### src/rtl/add_sub_pkg.sv
`default_nettype none
// ---------------------------------------------------------------------------
// add_sub_pkg : shared state encoding and mode constants for serial_add_sub
// Rev 1.0
// ---------------------------------------------------------------------------
package add_sub_pkg;

  typedef enum logic [0:0] {
    ST_IDLE = 1'b0,
    ST_RUN  = 1'b1
  } state_t;

  localparam logic MODE_ADD = 1'b0;
  localparam logic MODE_SUB = 1'b1;

endpackage
`default_nettype wire

### src/rtl/digit_adder.sv
`default_nettype none
// ---------------------------------------------------------------------------
// digit_adder : combinational DIGIT-bit ripple adder with carry in/out
// Rev 1.0
// ---------------------------------------------------------------------------
module digit_adder #(
  parameter int DIGIT = 2
) (
  input  logic [DIGIT-1:0] i_a,
  input  logic [DIGIT-1:0] i_b,
  input  logic             i_cin,
  output logic [DIGIT-1:0] o_s,
  output logic             o_cout
);

  logic w_carry;

  always_comb begin
    w_carry = i_cin;
    o_s     = '0;
    for (int i = 0; i < DIGIT; i++) begin
      o_s[i]  = i_a[i] ^ i_b[i] ^ w_carry;
      w_carry = (i_a[i] & i_b[i]) | (w_carry & (i_a[i] ^ i_b[i]));
    end
    o_cout = w_carry;
  end

endmodule
`default_nettype wire

### src/rtl/serial_add_sub.sv
`default_nettype none
// ---------------------------------------------------------------------------
// serial_add_sub : digit-serial adder/subtractor with start/busy/done handshake
// Rev 1.0
// ---------------------------------------------------------------------------
module serial_add_sub
  import add_sub_pkg::*;
#(
  parameter int WIDTH = 8,
  parameter int DIGIT = 2
) (
  input  logic             clk,
  input  logic             rst_n,
  input  logic             start,
  input  logic             m,
  input  logic [WIDTH-1:0] a,
  input  logic [WIDTH-1:0] b,
  output logic             busy,
  output logic             done,
  output logic [WIDTH-1:0] sum,
  output logic             cout,
  output logic             ovf,
  output logic             zero
);

  localparam int c_n  = WIDTH / DIGIT;
  localparam int c_cw = (c_n > 1) ? $clog2(c_n) : 1;
  localparam logic [c_cw-1:0] c_last = c_cw'(c_n - 1);

  state_t            r_state;
  logic [WIDTH-1:0]  r_a;
  logic [WIDTH-1:0]  r_b;
  logic [WIDTH-1:0]  r_res;
  logic              r_carry;
  logic              r_a_msb;
  logic              r_bm_msb;
  logic [c_cw-1:0]   r_cnt;
  logic              r_done;
  logic [WIDTH-1:0]  r_sum;
  logic              r_cout;
  logic              r_ovf;
  logic              r_zero;

  logic [WIDTH-1:0]  w_bm;
  logic [DIGIT-1:0]  w_dsum;
  logic              w_dcout;
  logic [WIDTH-1:0]  w_res_next;
  logic              w_last;

  // Subtraction is a + ~b + 1: invert b here, the +1 enters as initial carry.
  assign w_bm   = (m == MODE_SUB) ? ~b : b;
  assign w_last = (r_cnt == c_last);
  // Result fills from the top so the final digit lands in the MSBs.
  assign w_res_next = (r_res >> DIGIT) | (WIDTH'(w_dsum) << (WIDTH - DIGIT));

  digit_adder #(.DIGIT(DIGIT)) u_digit_adder (
    .i_a    (r_a[DIGIT-1:0]),
    .i_b    (r_b[DIGIT-1:0]),
    .i_cin  (r_carry),
    .o_s    (w_dsum),
    .o_cout (w_dcout)
  );

  always_ff @(posedge clk or negedge rst_n) begin
    if (!rst_n) begin
      r_state  <= ST_IDLE;
      r_a      <= '0;
      r_b      <= '0;
      r_res    <= '0;
      r_carry  <= 1'b0;
      r_a_msb  <= 1'b0;
      r_bm_msb <= 1'b0;
      r_cnt    <= '0;
      r_done   <= 1'b0;
      r_sum    <= '0;
      r_cout   <= 1'b0;
      r_ovf    <= 1'b0;
      r_zero   <= 1'b0;
    end else begin
      r_done <= 1'b0;
      case (r_state)
        ST_IDLE: begin
          if (start) begin
            r_state  <= ST_RUN;
            r_a      <= a;
            r_b      <= w_bm;
            r_carry  <= (m == MODE_SUB);
            r_a_msb  <= a[WIDTH-1];
            r_bm_msb <= w_bm[WIDTH-1];
            r_cnt    <= '0;
          end
        end
        ST_RUN: begin
          r_a     <= r_a >> DIGIT;
          r_b     <= r_b >> DIGIT;
          r_res   <= w_res_next;
          r_carry <= w_dcout;
          r_cnt   <= r_cnt + 1'b1;
          if (w_last) begin
            r_state <= ST_IDLE;
            r_done  <= 1'b1;
            r_sum   <= w_res_next;
            r_cout  <= w_dcout;
            r_zero  <= (w_res_next == '0);
            r_ovf   <= (r_a_msb == r_bm_msb) & (w_res_next[WIDTH-1] != r_a_msb);
          end
        end
        default: r_state <= ST_IDLE;
      endcase
    end
  end

  assign busy = (r_state == ST_RUN);
  assign done = r_done;
  assign sum  = r_sum;
  assign cout = r_cout;
  assign ovf  = r_ovf;
  assign zero = r_zero;

endmodule
`default_nettype wire

### config.mk
export PLATFORM = sky130hd
export DESIGN_NAME = serial_add_sub
export DESIGN_NICKNAME = d
export VERILOG_FILES = /design/src/rtl/add_sub_pkg.sv /design/src/rtl/digit_adder.sv /design/src/rtl/serial_add_sub.sv
export SDC_FILE = /design/constraint.sdc
export NUM_CORES = 1
export LEC_CHECK = 0
export BUFFER_PORTS_ARGS = -buffer_cell sky130_fd_sc_hd__buf_2
export CORE_ASPECT_RATIO = 0.6
export CORE_MARGIN = 2
export CORE_UTILIZATION = 50
export CTS_BUF_LIST = sky130_fd_sc_hd__clkbuf_8
export DETAILED_ROUTE_END_ITERATION = 12
export GPL_TIMING_DRIVEN = 0
export PLACE_DENSITY_LB_ADDON = 0.08
export SLEW_MARGIN = 20
export SYNTH_ARGS = -nofsm -noshare
export SYNTH_HDL_FRONTEND = slang
export SYNTH_HIERARCHICAL = 1
export SYNTH_SLANG_ARGS = --single-unit
### constraint.sdc
create_clock -name clk -period 1.95 [get_ports clk]
set_input_delay 0.195 -clock clk [delete_from_list [all_inputs] [get_ports clk]]
set_output_delay 0.195 -clock clk [all_outputs]
set_load 0.05 [all_outputs]
==> results by group, run 1 <==
Synth
  – Register bit total from synthesis: 40
  – Cells after Synth: 150
  – Netlist Area Pre-Place: 0.00179 mm2
  – Area leader, netlist: dfrtp_1
  – Main synth FF type: dfrtp_1
  – Post-synth top area share: 56.1%
  – Synth area leaders: dfrtp_1 (56%), mux2i_1 (9.0%), mux2_2 (6.9%), o21ai_0 (4.5%), nand2_1 (3.6%)
  – Yosys warnings: 6
  – Sequential area share after synthesis: roughly 56%
  – Async S/R FF share, synth: 100%
  – Count of cell types in the netlist: 23
  – Avg Inst Size Synth: 11.9 um2
  – Syn_nets: 173
  – Post-synth EDFFs: 0

Setup path
  – CP arrival: 2.06 ns
  – RR Endpoint: ovf
  – R2R Path Start: r_carry
  – CP Class: flip-flop to flip-flop
  – Critical Path Source Type: flip-flop
  – Critical path peak fanout: 5
  – FF-to-FF setup slack: around 0.065 ns
  – Slowest stage delay, CP: 0.48 ns
  – Crit path cell chain: inv_2, fa_2, fa_1, inv_2, and3b_1, a21oi_1, o21ai_1
  – Worst reg2reg path depth: 7
  – Worst setup EP type: flip-flop
  – Slowest cell on the critical path: fa_1
  – Most Frequent Cell on Critical Path: inv_2
  – WP data required: approximately 2.1 ns

GRT
  – Pin count of the biggest net entering global routing: 41
  – Tot GR Track Use: 18.6%
  – Routing usage on met2: 27.1%
  – GRT busiest layer: met2
  – GR Util met3: between 5 and 6%
  – Met1 Use GR: between 20% and 30%
  – First-pass GRT wire length: around 5500 um
  – Vias in the first global route: 1154
  – Global route overflow: 0
  – Initial antenna violation count: 0

STA
  – Relative slew slack: between 40% and 50%
  – Unrepaired setup endpoints after global routing: yes
  – Final setup vio count: 0
  – Worst-Margin Slew: 0.852 ns
  – Final worst slack: 0.0651 ns
  – Final hold viol count: 0
  – Worst Hold Slack: ~0.013 ns
  – Max Freq: about 530 MHz
  – Final Cycle Share: a little over nine tenths
  – Fin crit period: approximately 1.9 ns
  – Slew Viols, Final: 0
  – Setup Skew: between 0.007 and 0.008 ns

Power and ir drop
  – Clock power share: 16.7%
  – P_sw: roughly 0.0014 W
  – Seq pwr share: approximately 40%
  – Pleak: around 1.1 nW
  – Combinational fraction of design power: between 40% and 50%
  – Sw Share: 41.5%
  – Int Power: between 0.002 and 0.0025 W
  – PwrDens: approximately 1700 mW/mm2
  – VDD IR max: between 0.9 and 1 mV

Clock tree
  – Root Buffer: clkbuf_8
  – CTS clk-pin slew, worst paths: 0.07 ns
  – CTS buffer count: 5
  – Post-CTS Hold Fix Bufs: 0
  – CTS max path bufs: 2
  – Worst skew pair latency: between 0.2 and 0.3 ns
  – CTS tree: built
  – H-Tree Depth: 2
  – Post-CTS Setup Bufs: 0
  – Clock sink count: 40

Place
  – Cells after DPL: approximately 230
  – RD Place Congestion: between 0.7 and 0.8
  – Pre-CTS setup slack: -0.0997 ns
  – Placed inst area: 0.00200 mm2
  – PortBufs: 31
  – HPWL after detailed placement: 2390 um

Layout
  – Fin area: ~0.0021 mm2
  – Net count, final: about 210
  – Layout cell share with drive strength beyond 1: roughly 32%
  – # fillers: 280
  – Core Util, Final: roughly 63%
  – Area Overhead vs Synth: 17.7%
  – N_diodes: 0
  – Post-Layout Cell Count: between 200 and 250

Drt
  – DRT Wirelength: ~3200 um
  – First drt pass iteration count: 3
  – Antenna viol nets, final: 0
  – Vias per cell: between 4 and 5
  – Initial detailed-routing violation count: 90
  – Wire per inst: about 14 um
  – DRC: 0
  – Via count: between 1k and 1.5k

Floorplan
  – Core box area: 0.00334 mm2
  – Die extent in x: slightly above 80 um
  – Starting density of the core: a little over half
  – Top-level port count: 33
  – Row Count: 16
  – Die area: between 0.004 and 0.005 mm2
  – Die H: about 50 um

Outcome
  – Status: finished, final reports clean

Worst hold path
  – Hold Crit Class: primary input to asynchronous set/reset pin

Job
  – Max-cap viol count: 0
==> layout by cell type, fill, tap and decap left out, types with 2 or more instances in the layout <==
cell type and n:
o21ai_1 2, dfrtp_1 40, clkbuf_1 2, buf_2 34, xor2_1 6, xnor2_1 2
inv_1 6, nand2b_1 2, clkbuf_8 7, mux2i_1 16, a211oi_1 2, nor2_1 7
mux2_1 5, mux2_2 11, inv_2 3, o21ai_0 14, nand2_1 17, buf_4 2
==> cell type report <==
| type | instances | area, um2 | area share [%] |
|---|---|---|---|
| well taps | 45 | 56.3 | 2.68 |
| flip-flops and latches | 40 | 1000 | 47.6 |
| inverters | 9 | 33.8 | 1.61 |
| repair buffers | 31 | 155 | 7.38 |
| multi-input cells | 93 | 711 | 33.8 |
| plain buffers | 8 | 48.8 | 2.32 |
| clock buffers | 7 | 96.3 | 4.58 |
==> how the worst max path moves through the flow <==
stage | start | end | slack (ns) | cells past startpoint
2_1_floorplan | r_a[0] | zero | 0.15 | 7
3_3_place_gp | r_a[0] | zero | -0.03 | 7
3_5_place_dp | r_a[0] | zero | -0.1 | 7
4_1_cts | r_a[0] | zero | 0.0007 | 7
5_1_grt | r_carry | ovf | -0.005 | 7
6_report | r_carry | ovf | 0.07 | 7
==> power by group through the flow <==
stage	combinational, W	clock, W	sequential [W]
global placement	0.00142	0	0.00138
floorplan	0.000716	0	0.00177
global route	0.00165	0.000644	0.00144
CTS	0.00151	0.000597	0.00140
finish	0.00150	0.000581	0.00140
detailed placement	0.00148	0	0.00141
==> per-layer routing <==
layer / up-vias / wire [um]
li1: 572 / -
met1: 543 / 1710
met2: 22 / 1310
met3: 7 / 149
met4: 0 / 43
met5: - / 0
==> cells by family after synthesis <==
kind of cell | count (synthesis) | synth area share [%]
flip-flops | 40 | 56.1
multiplexers | 32 | 19.1
AND/OR/NAND/NOR | 30 | 7.29
AO/OA/AOI/OAI | 20 | 6.10
buffers and inverters | 17 | 4.62
XOR/XNOR | 8 | 3.92
adder cells (fa/ha/maj) | 3 | 2.94
==> through the flow <==
step                      setup TNS [ns]  total power, W
final                                  0         0.00348
after global routing            -0.00535         0.00373
after CTS                              0         0.00351
after detailed placement          -0.132         0.00289
after global placement           -0.0290         0.00281
after floorplan                        0         0.00249
==> critical path, delay by kind of cell (launching register included) <==
| family | cells | cell delay (ns) |
|---|---|---|
| AO/OA/AOI/OAI | 2 | 0.17 |
| AND/OR/NAND/NOR | 1 | 0.18 |
| flip-flops | 1 | 0.37 |
| buffers and inverters | 2 | 0.17 |
| adder cells (fa/ha/maj) | 2 | 0.87 |
==> synth_stat cells (all sizes together) (2+ instances only) <==
master / count
nor4: 2
mux2i: 16
mux2: 16
fa: 2
o21ai: 16
buf: 6
nand2: 18
dfrtp: 40
nand2b: 2
nor2: 7
xnor2: 2
a211oi: 2
xor2: 6
clkbuf: 2
inv: 9
==> repair_timing <==
item / 4_1_cts / 5_1_grt
gates cloned: 0 / 0
pin swaps: 0 / 3
endpoints found under the hold margin: 0 / 0
endpoints found under the setup margin: 2 / 2
gates resized for setup: 3 / 4
==> registers in the layout, summed over array words and instances (netlist names) <==
name,cells
cout,1
r_b,8
done,1
r_a,8
zero,1
busy,1
r_cnt,2
ovf,1
r_res,6
r_carry,1
sum,8
r_a_msb,1
r_bm_msb,1
(Power assumes the default switching activity.)
==> inputs of run 2 (changes only) <==
--- a/config.mk
+++ b/config.mk
@@ -7,8 +7,7 @@
 export LEC_CHECK = 0
 export BUFFER_PORTS_ARGS = -buffer_cell sky130_fd_sc_hd__buf_2
 export CORE_ASPECT_RATIO = 0.6
-export CORE_MARGIN = 2
-export CORE_UTILIZATION = 50
+export CORE_UTILIZATION = 45
 export CTS_BUF_LIST = sky130_fd_sc_hd__clkbuf_8
 export DETAILED_ROUTE_END_ITERATION = 12
 export GPL_TIMING_DRIVEN = 0
==> run 2 against run 1 <==
Fmax down 1.1%. Sequential share of layout area down 0.62 points. Cell area up 1.3%. Global-route usage about the same. Via count up 1.4%. Combinational power up 9%. Sequential power about the same. Worst hold slack better by 0.011 ns. Critical endpoint is now sum[7]. Total power up 3.0%. Count of clock-buffer cells in the layout down 1. Non-clock buffer count up 2. Wire length up 4.2%.
==> results by group, run 2 (synthesized netlist as in run 1, its figures left out) <==
Outcome
  – Status: finished, final reports clean

Drt
  – DRC: 0 (unchanged)
  – DRT Wirelength: 3350 um (+4.2%)
  – First drt pass iteration count: 4 (+1)
  – Vias per cell: 4.87 (-0.73%)
  – Initial detailed-routing violation count: 138 (+53%)
  – Wire per inst: 14.1 um (+2.0%)
  – Antenna viol nets, final: 0 (unchanged)
  – Via count: 1160 (+1.4%)

Setup path
  – Stages on worst setup path: 6 (-1)
  – Critical path peak fanout: 4 (-1)
  – WP data required: 2.12 ns (about the same)
  – Crit path cell chain: inv_2, fa_2, fa_1, inv_2, buf_4, mux2_4
  – Worst reg2reg path depth: 6 (-1)
  – CP arrival: 2.08 ns (+0.02 ns)
  – Critical path origin: r_a[0]
  – Worst setup EP type: flip-flop
  – Slowest stage delay, CP: 0.50 ns (+0.02 ns)
  – R2R Path Start: r_a[0]
  – CP Class: flip-flop to flip-flop
  – CP endpoint: sum[7]
  – Critical Path Source Type: flip-flop
  – Slowest cell on the critical path: fa_1
  – Most Frequent Cell on Critical Path: inv_2
  – RR Endpoint: sum[7]
  – Buffer and inverter count on the worst path: 3 (+1)
  – FF-to-FF setup slack: 0.04 ns (-0.02 ns)
  – CP top delay family: adder cells

Layout
  – Leading cell type in the layout, fill and taps excluded: dfrtp_1
  – Most frequent cells in the layout: dfrtp_1 (40), buf_2 (34), nand2_1 (17), mux2i_1 (16), o21ai_0 (14)
  – Net count, final: 213 (+0.95%)
  – Core Util, Final: 57.2% (-5.7 points)
  – Layout cell share with drive strength beyond 1: 33.0% (+0.54 points)
  – Area Overhead vs Synth: 19.3%
  – N_diodes: 0 (unchanged)

GRT
  – Tot GR Track Use: 18.7% (+0.023 points)
  – First-pass GRT wire length: 5830 um (+5.6%)
  – Global route overflow: 0 (unchanged)
  – Vias in the first global route: 1202 (+4.2%)
  – Initial antenna violation count: 0 (unchanged)
  – Pin count of the biggest net entering global routing: 41 (unchanged)

STA
  – Relative slew slack: 40.9% (-2.3 points)
  – Worst Hold Slack: 0.0241 ns (+0.0109 ns)
  – Slew Viols, Final: 0 (unchanged)
  – Final setup vio count: 0 (unchanged)
  – Setup Skew: 0.00515 ns (-0.00247 ns)
  – Max Freq: 525 MHz (-1.1%)
  – Final hold viol count: 0 (unchanged)
  – Worst-Margin Slew: 0.886 ns (+0.0341 ns)
  – Final Cycle Share: 97.7% (+1.1 points)
  – Unrepaired setup endpoints after global routing: yes
  – Fin crit period: 1.91 ns (+0.0210 ns)

Place
  – HPWL after detailed placement: 2420 um (+1.3%)
  – PortBufs: 31 (unchanged)
  – RD Place Congestion: 0.756 (-1.8%)

Clock tree
  – Clock sink count: 40 (unchanged)
  – H-Tree Depth: 2 (unchanged)
  – CTS clk-pin slew, worst paths: 0.08 ns (about the same)
  – CTS max path bufs: 2 (unchanged)
  – CTS buffer count: 5 (unchanged)
  – Root Buffer: clkbuf_8
  – Worst skew pair latency: 0.29 ns (about the same)
  – Post-CTS Hold Fix Bufs: 0 (unchanged)
  – CTS tree: built

Floorplan
  – Top-level port count: 33 (unchanged)
  – Core box area: 0.00372 mm2 (+11%)
  – Die area: 0.00423 mm2 (+3.7%)
  – Die extent in x: 83.3 um (+2.7%)
  – Row Count: 17 (+1)
  – Starting density of the core: 48.0% (-5.4 points)
  – Die H: 50.8 um (+0.99%)

Power and ir drop
  – VDD IR max: 0.970 mV (+1.5%)
  – PwrDens: 1680 mW/mm2 (+1.6%)
  – Pleak: 1.08 nW (+1.9%)
  – Power, Total: 0.00358 W (+3.0%)

Job
  – Max-cap viol count: 0 (unchanged)

Worst hold path
  – Hold Crit Class: primary input to asynchronous set/reset pin
## run 2: timing repair
action,CTS,global route
gates cloned,0,0
buffers inserted,0,2
resized for setup,3,6
pin swaps,0,1
setup endpoints to repair,2,2
## run 2: final cells by class
| type | count | area [um2] |
|---|---|---|
| fillers | 326 | 1590 |
| flip-flops and latches | 40 | 1000 |
| multi-input cells | 93 | 727 |
| repair buffers | 33 | 170 |
| clock buffers | 6 | 82.6 |
| well taps | 47 | 58.8 |
| plain buffers | 8 | 48.8 |
| inverters | 9 | 33.8 |
| clock inverters | 2 | 7.51 |
## run 2: per-layer routing
metal	GRT usage, %	share of wire, %	routed length, um
met2	27.6	42	1400
met4	7.76	1.5	51
met1	25.6	52	1760
met5	0	0	0
met3	5.76	4.3	144
## run 2: worst min path at each step
stage | start | to | cells past startpoint
5_1_grt | rst_n | cout | 1
4_1_cts | rst_n | cout | 1
2_1_floorplan | rst_n | busy | 0
3_5_place_dp | rst_n | zero | 1
6_report | rst_n | cout | 1
3_3_place_gp | rst_n | zero | 1
## run 2: report_power, final
part           internal (W)  leakage, nW  switching (W)
Clock              0.000278       0.0538       0.000277
Combinational      0.000625        0.510        0.00100
Sequential          0.00118        0.513       0.000225
Total               0.00208         1.08        0.00150
## run 2: through the flow
step	TNS, ns	setup slack (ns)	instances	instance area (um2)
6_report	0	0.0441	238	2130
3_3_place_gp	-0.0354	-0.0354	228	2000
3_5_place_dp	-0.0920	-0.0512	228	2000
2_1_floorplan	0	0.149	150	1790
5_1_grt	-0.0566	-0.0264	238	2130
4_1_cts	0	0.0174	236	2100
==> inputs of run 3 (changes only) <==
--- a/config.mk
+++ b/config.mk
@@ -7,7 +7,7 @@
 export LEC_CHECK = 0
 export BUFFER_PORTS_ARGS = -buffer_cell sky130_fd_sc_hd__buf_2
 export CORE_ASPECT_RATIO = 0.6
-export CORE_UTILIZATION = 45
+export CORE_UTILIZATION = 37
 export CTS_BUF_LIST = sky130_fd_sc_hd__clkbuf_8
 export DETAILED_ROUTE_END_ITERATION = 12
 export GPL_TIMING_DRIVEN = 0
==> run 3 against run 2 <==
First-iteration DRC count is 57% lower. Flip-flop and latch count stayed put. Global-route usage is 3.2 points lower. Sequential power hardly changed. Die area is 21% higher. Largest power group unchanged. Total power is 2.9% higher. Highest routed layer unchanged. Via count is 0.26% higher. Critical path depth stayed put.
==> results by group, run 3 (synthesized netlist as in run 1, its figures left out) <==
Clock tree
  – CTS tree: built
  – Root Buffer: clkbuf_8
  – Post-CTS Hold Fix Bufs: 0 (unchanged)
  – CTS buffer count: 5 (unchanged)
  – Clock sink count: 40 (unchanged)
  – CTS max path bufs: 2 (unchanged)
  – CTS clk-pin slew, worst paths: 0.08 ns (about the same)
  – H-Tree Depth: 2 (unchanged)
  – Worst skew pair latency: 0.28 ns (about the same)

Layout
  – Seq. cell area: 0.00100 mm2 (unchanged)
  – Most frequent cells in the layout: dfrtp_1 (40), buf_2 (34), nand2_1 (17), mux2i_1 (16), o21ai_0 (15)
  – # fillers: 436 (+34%)
  – Area Overhead vs Synth: 22.1%
  – Net count, final: 214 (+0.47%)
  – Layout cell share with drive strength beyond 1: 33.9% (+0.87 points)
  – Core Util, Final: 47.3% (-9.9 points)
  – Leading cell type in the layout, fill and taps excluded: dfrtp_1
  – Area of the multi-input gates: 714 um2 (-1.7%)
  – N_diodes: 0 (unchanged)

STA
  – Final worst slack: 0.0669 ns (+0.0228 ns)
  – Final hold viol count: 0 (unchanged)
  – Max Freq: 531 MHz (+1.2%)
  – Worst Hold Slack: 0.0227 ns (-0.00140 ns)
  – Relative slew slack: 41.3% (+0.35 points)
  – Worst-Margin Slew: 0.881 ns (-0.00523 ns)
  – Final Cycle Share: 96.6% (-1.2 points)
  – Setup Skew: 0.00955 ns (+0.00440 ns)
  – Fin crit period: 1.88 ns (-0.0228 ns)
  – Unrepaired setup endpoints after global routing: no
  – Slew Viols, Final: 0 (unchanged)
  – Final setup vio count: 0 (unchanged)

Power and ir drop
  – Power, Total: 0.00369 W (+2.9%)
  – Pleak: 1.09 nW (+1.0%)
  – VDD IR max: 0.936 mV (-3.6%)
  – PwrDens: 1690 mW/mm2 (+0.53%)

Floorplan
  – Starting density of the core: 38.7% (-9.3 points)
  – Die extent in x: 91.7 um (+10%)
  – Die H: 55.8 um (+9.9%)
  – Die area: 0.00512 mm2 (+21%)
  – Top-level port count: 33 (unchanged)
  – Row Count: 19 (+2)
  – Core box area: 0.00461 mm2 (+24%)

Place
  – HPWL after detailed placement: 2460 um (+1.7%)
  – RD Place Congestion: 0.700 (-7.4%)
  – PortBufs: 31 (unchanged)
  – Pre-CTS setup slack: -0.0505 ns (+0.000696 ns)

Drt
  – Via count: 1163 (+0.26%)
  – Antenna viol nets, final: 0 (unchanged)
  – Initial detailed-routing violation count: 59 (-57%)
  – Vias per cell: 4.56 (-6.4%)
  – DRC: 0 (unchanged)
  – Wire per inst: 13.3 um (-5.7%)
  – First drt pass iteration count: 3 (-1)
  – DRT Wirelength: 3380 um (+1.0%)

Setup path
  – CP arrival: 2.06 ns (-0.02 ns)
  – Critical path peak fanout: 4 (unchanged)
  – Most Frequent Cell on Critical Path: inv_2
  – Critical Path Source Type: flip-flop
  – CP top delay family: adder cells
  – WP data required: 2.13 ns (about the same)
  – FF-to-FF setup slack: 0.07 ns (+0.02 ns)
  – Crit path cell chain: inv_2, fa_2, fa_1, inv_2, buf_4, mux2_2
  – Slowest stage delay, CP: 0.53 ns (+0.03 ns)
  – Slowest cell on the critical path: fa_1
  – CP Class: flip-flop to flip-flop
  – Buffer and inverter count on the worst path: 3 (unchanged)
  – Worst setup EP type: flip-flop

Worst hold path
  – Hold Crit Class: primary input to asynchronous set/reset pin

GRT
  – Pin count of the biggest net entering global routing: 41 (unchanged)
  – Global route overflow: 0 (unchanged)
  – Vias in the first global route: 1246 (+3.7%)
  – Tot GR Track Use: 15.4% (-3.2 points)
  – First-pass GRT wire length: 6040 um (+3.7%)
  – Initial antenna violation count: 0 (unchanged)

Outcome
  – Status: finished, final reports clean

Job
  – Max-cap viol count: 0 (unchanged)
run 3: cell types whose count changed in the layout (fill, tap and decap cells not counted), sizes merged:
| cell | delta |
|---|---|
| clkbuf | +1 |
| buf | +1 |
| bufinv | +1 |
| inv | -2 |
run 3: area by class of cell:
class                           count  share of cell area, %
Buffer                              8                   2.24
Clock buffer                        7                   4.42
Clock inverter                      1                   1.38
Inverter                            9                   1.55
Multi-Input combinational cell     93                   32.8
Sequential cell                    40                   45.9
Tap cell                           63                   3.61
Timing Repair Buffer               34                   8.15
run 3: path summary, 6_finish.rpt:
| check | cells after the start | startpoint | to |
|---|---|---|---|
| min | 1 | rst_n | sum[0] |
| max | 6 | r_carry | r_res[7] |
| min reg2reg | 2 | zero | zero |
| min in group clk | 3 | a[6] | r_a[6] |
| max reg2reg | 6 | r_carry | r_res[7] |
| max in group asynchronous | 1 | rst_n | ovf |
run 3: stage by stage:
| step | instances | setup TNS [ns] | area (um2) |
|---|---|---|---|
| finish | 255 | 0 | 2180 |
| global placement | 244 | -0.0448 | 2020 |
| CTS | 254 | 0 | 2170 |
| floorplan | 150 | 0 | 1790 |
| detailed placement | 244 | -0.0785 | 2020 |
| global route | 255 | 0 | 2180 |
run 3: metal layers:
layer	routed length [um]	global-route usage, %	share of wire (%)	vias to the layer above
met4	19	4.08	0.56	0
met1	1820	21.8	54	560
met5	0	0	0	-
met2	1410	23.4	42	20
met3	134	4.51	4.0	2
li1	-	-	-	581
run 3: repair_timing:
action,CTS,global route
setup buffers,2,1
pin swaps,0,3
endpoints found under the hold margin,0,0
setup endpoints to repair,2,3
resized for setup,2,4
run 3: where the power goes:
part           internal [W]  leakage [nW]  total, W  switching (W)
combinational      0.000595         0.511   0.00156       0.000969
clock              0.000452        0.0645  0.000729       0.000277
sequential          0.00118         0.513   0.00140       0.000218
total               0.00222          1.09   0.00369        0.00146
run 3: worst register-to-register path: stages (launching register included):
cell,delay [ns]
dfrtp_1,0.38
inv_2,0.05
fa_2,0.38
fa_1,0.53
inv_2,0.06
buf_4,0.13
mux2_2,0.25
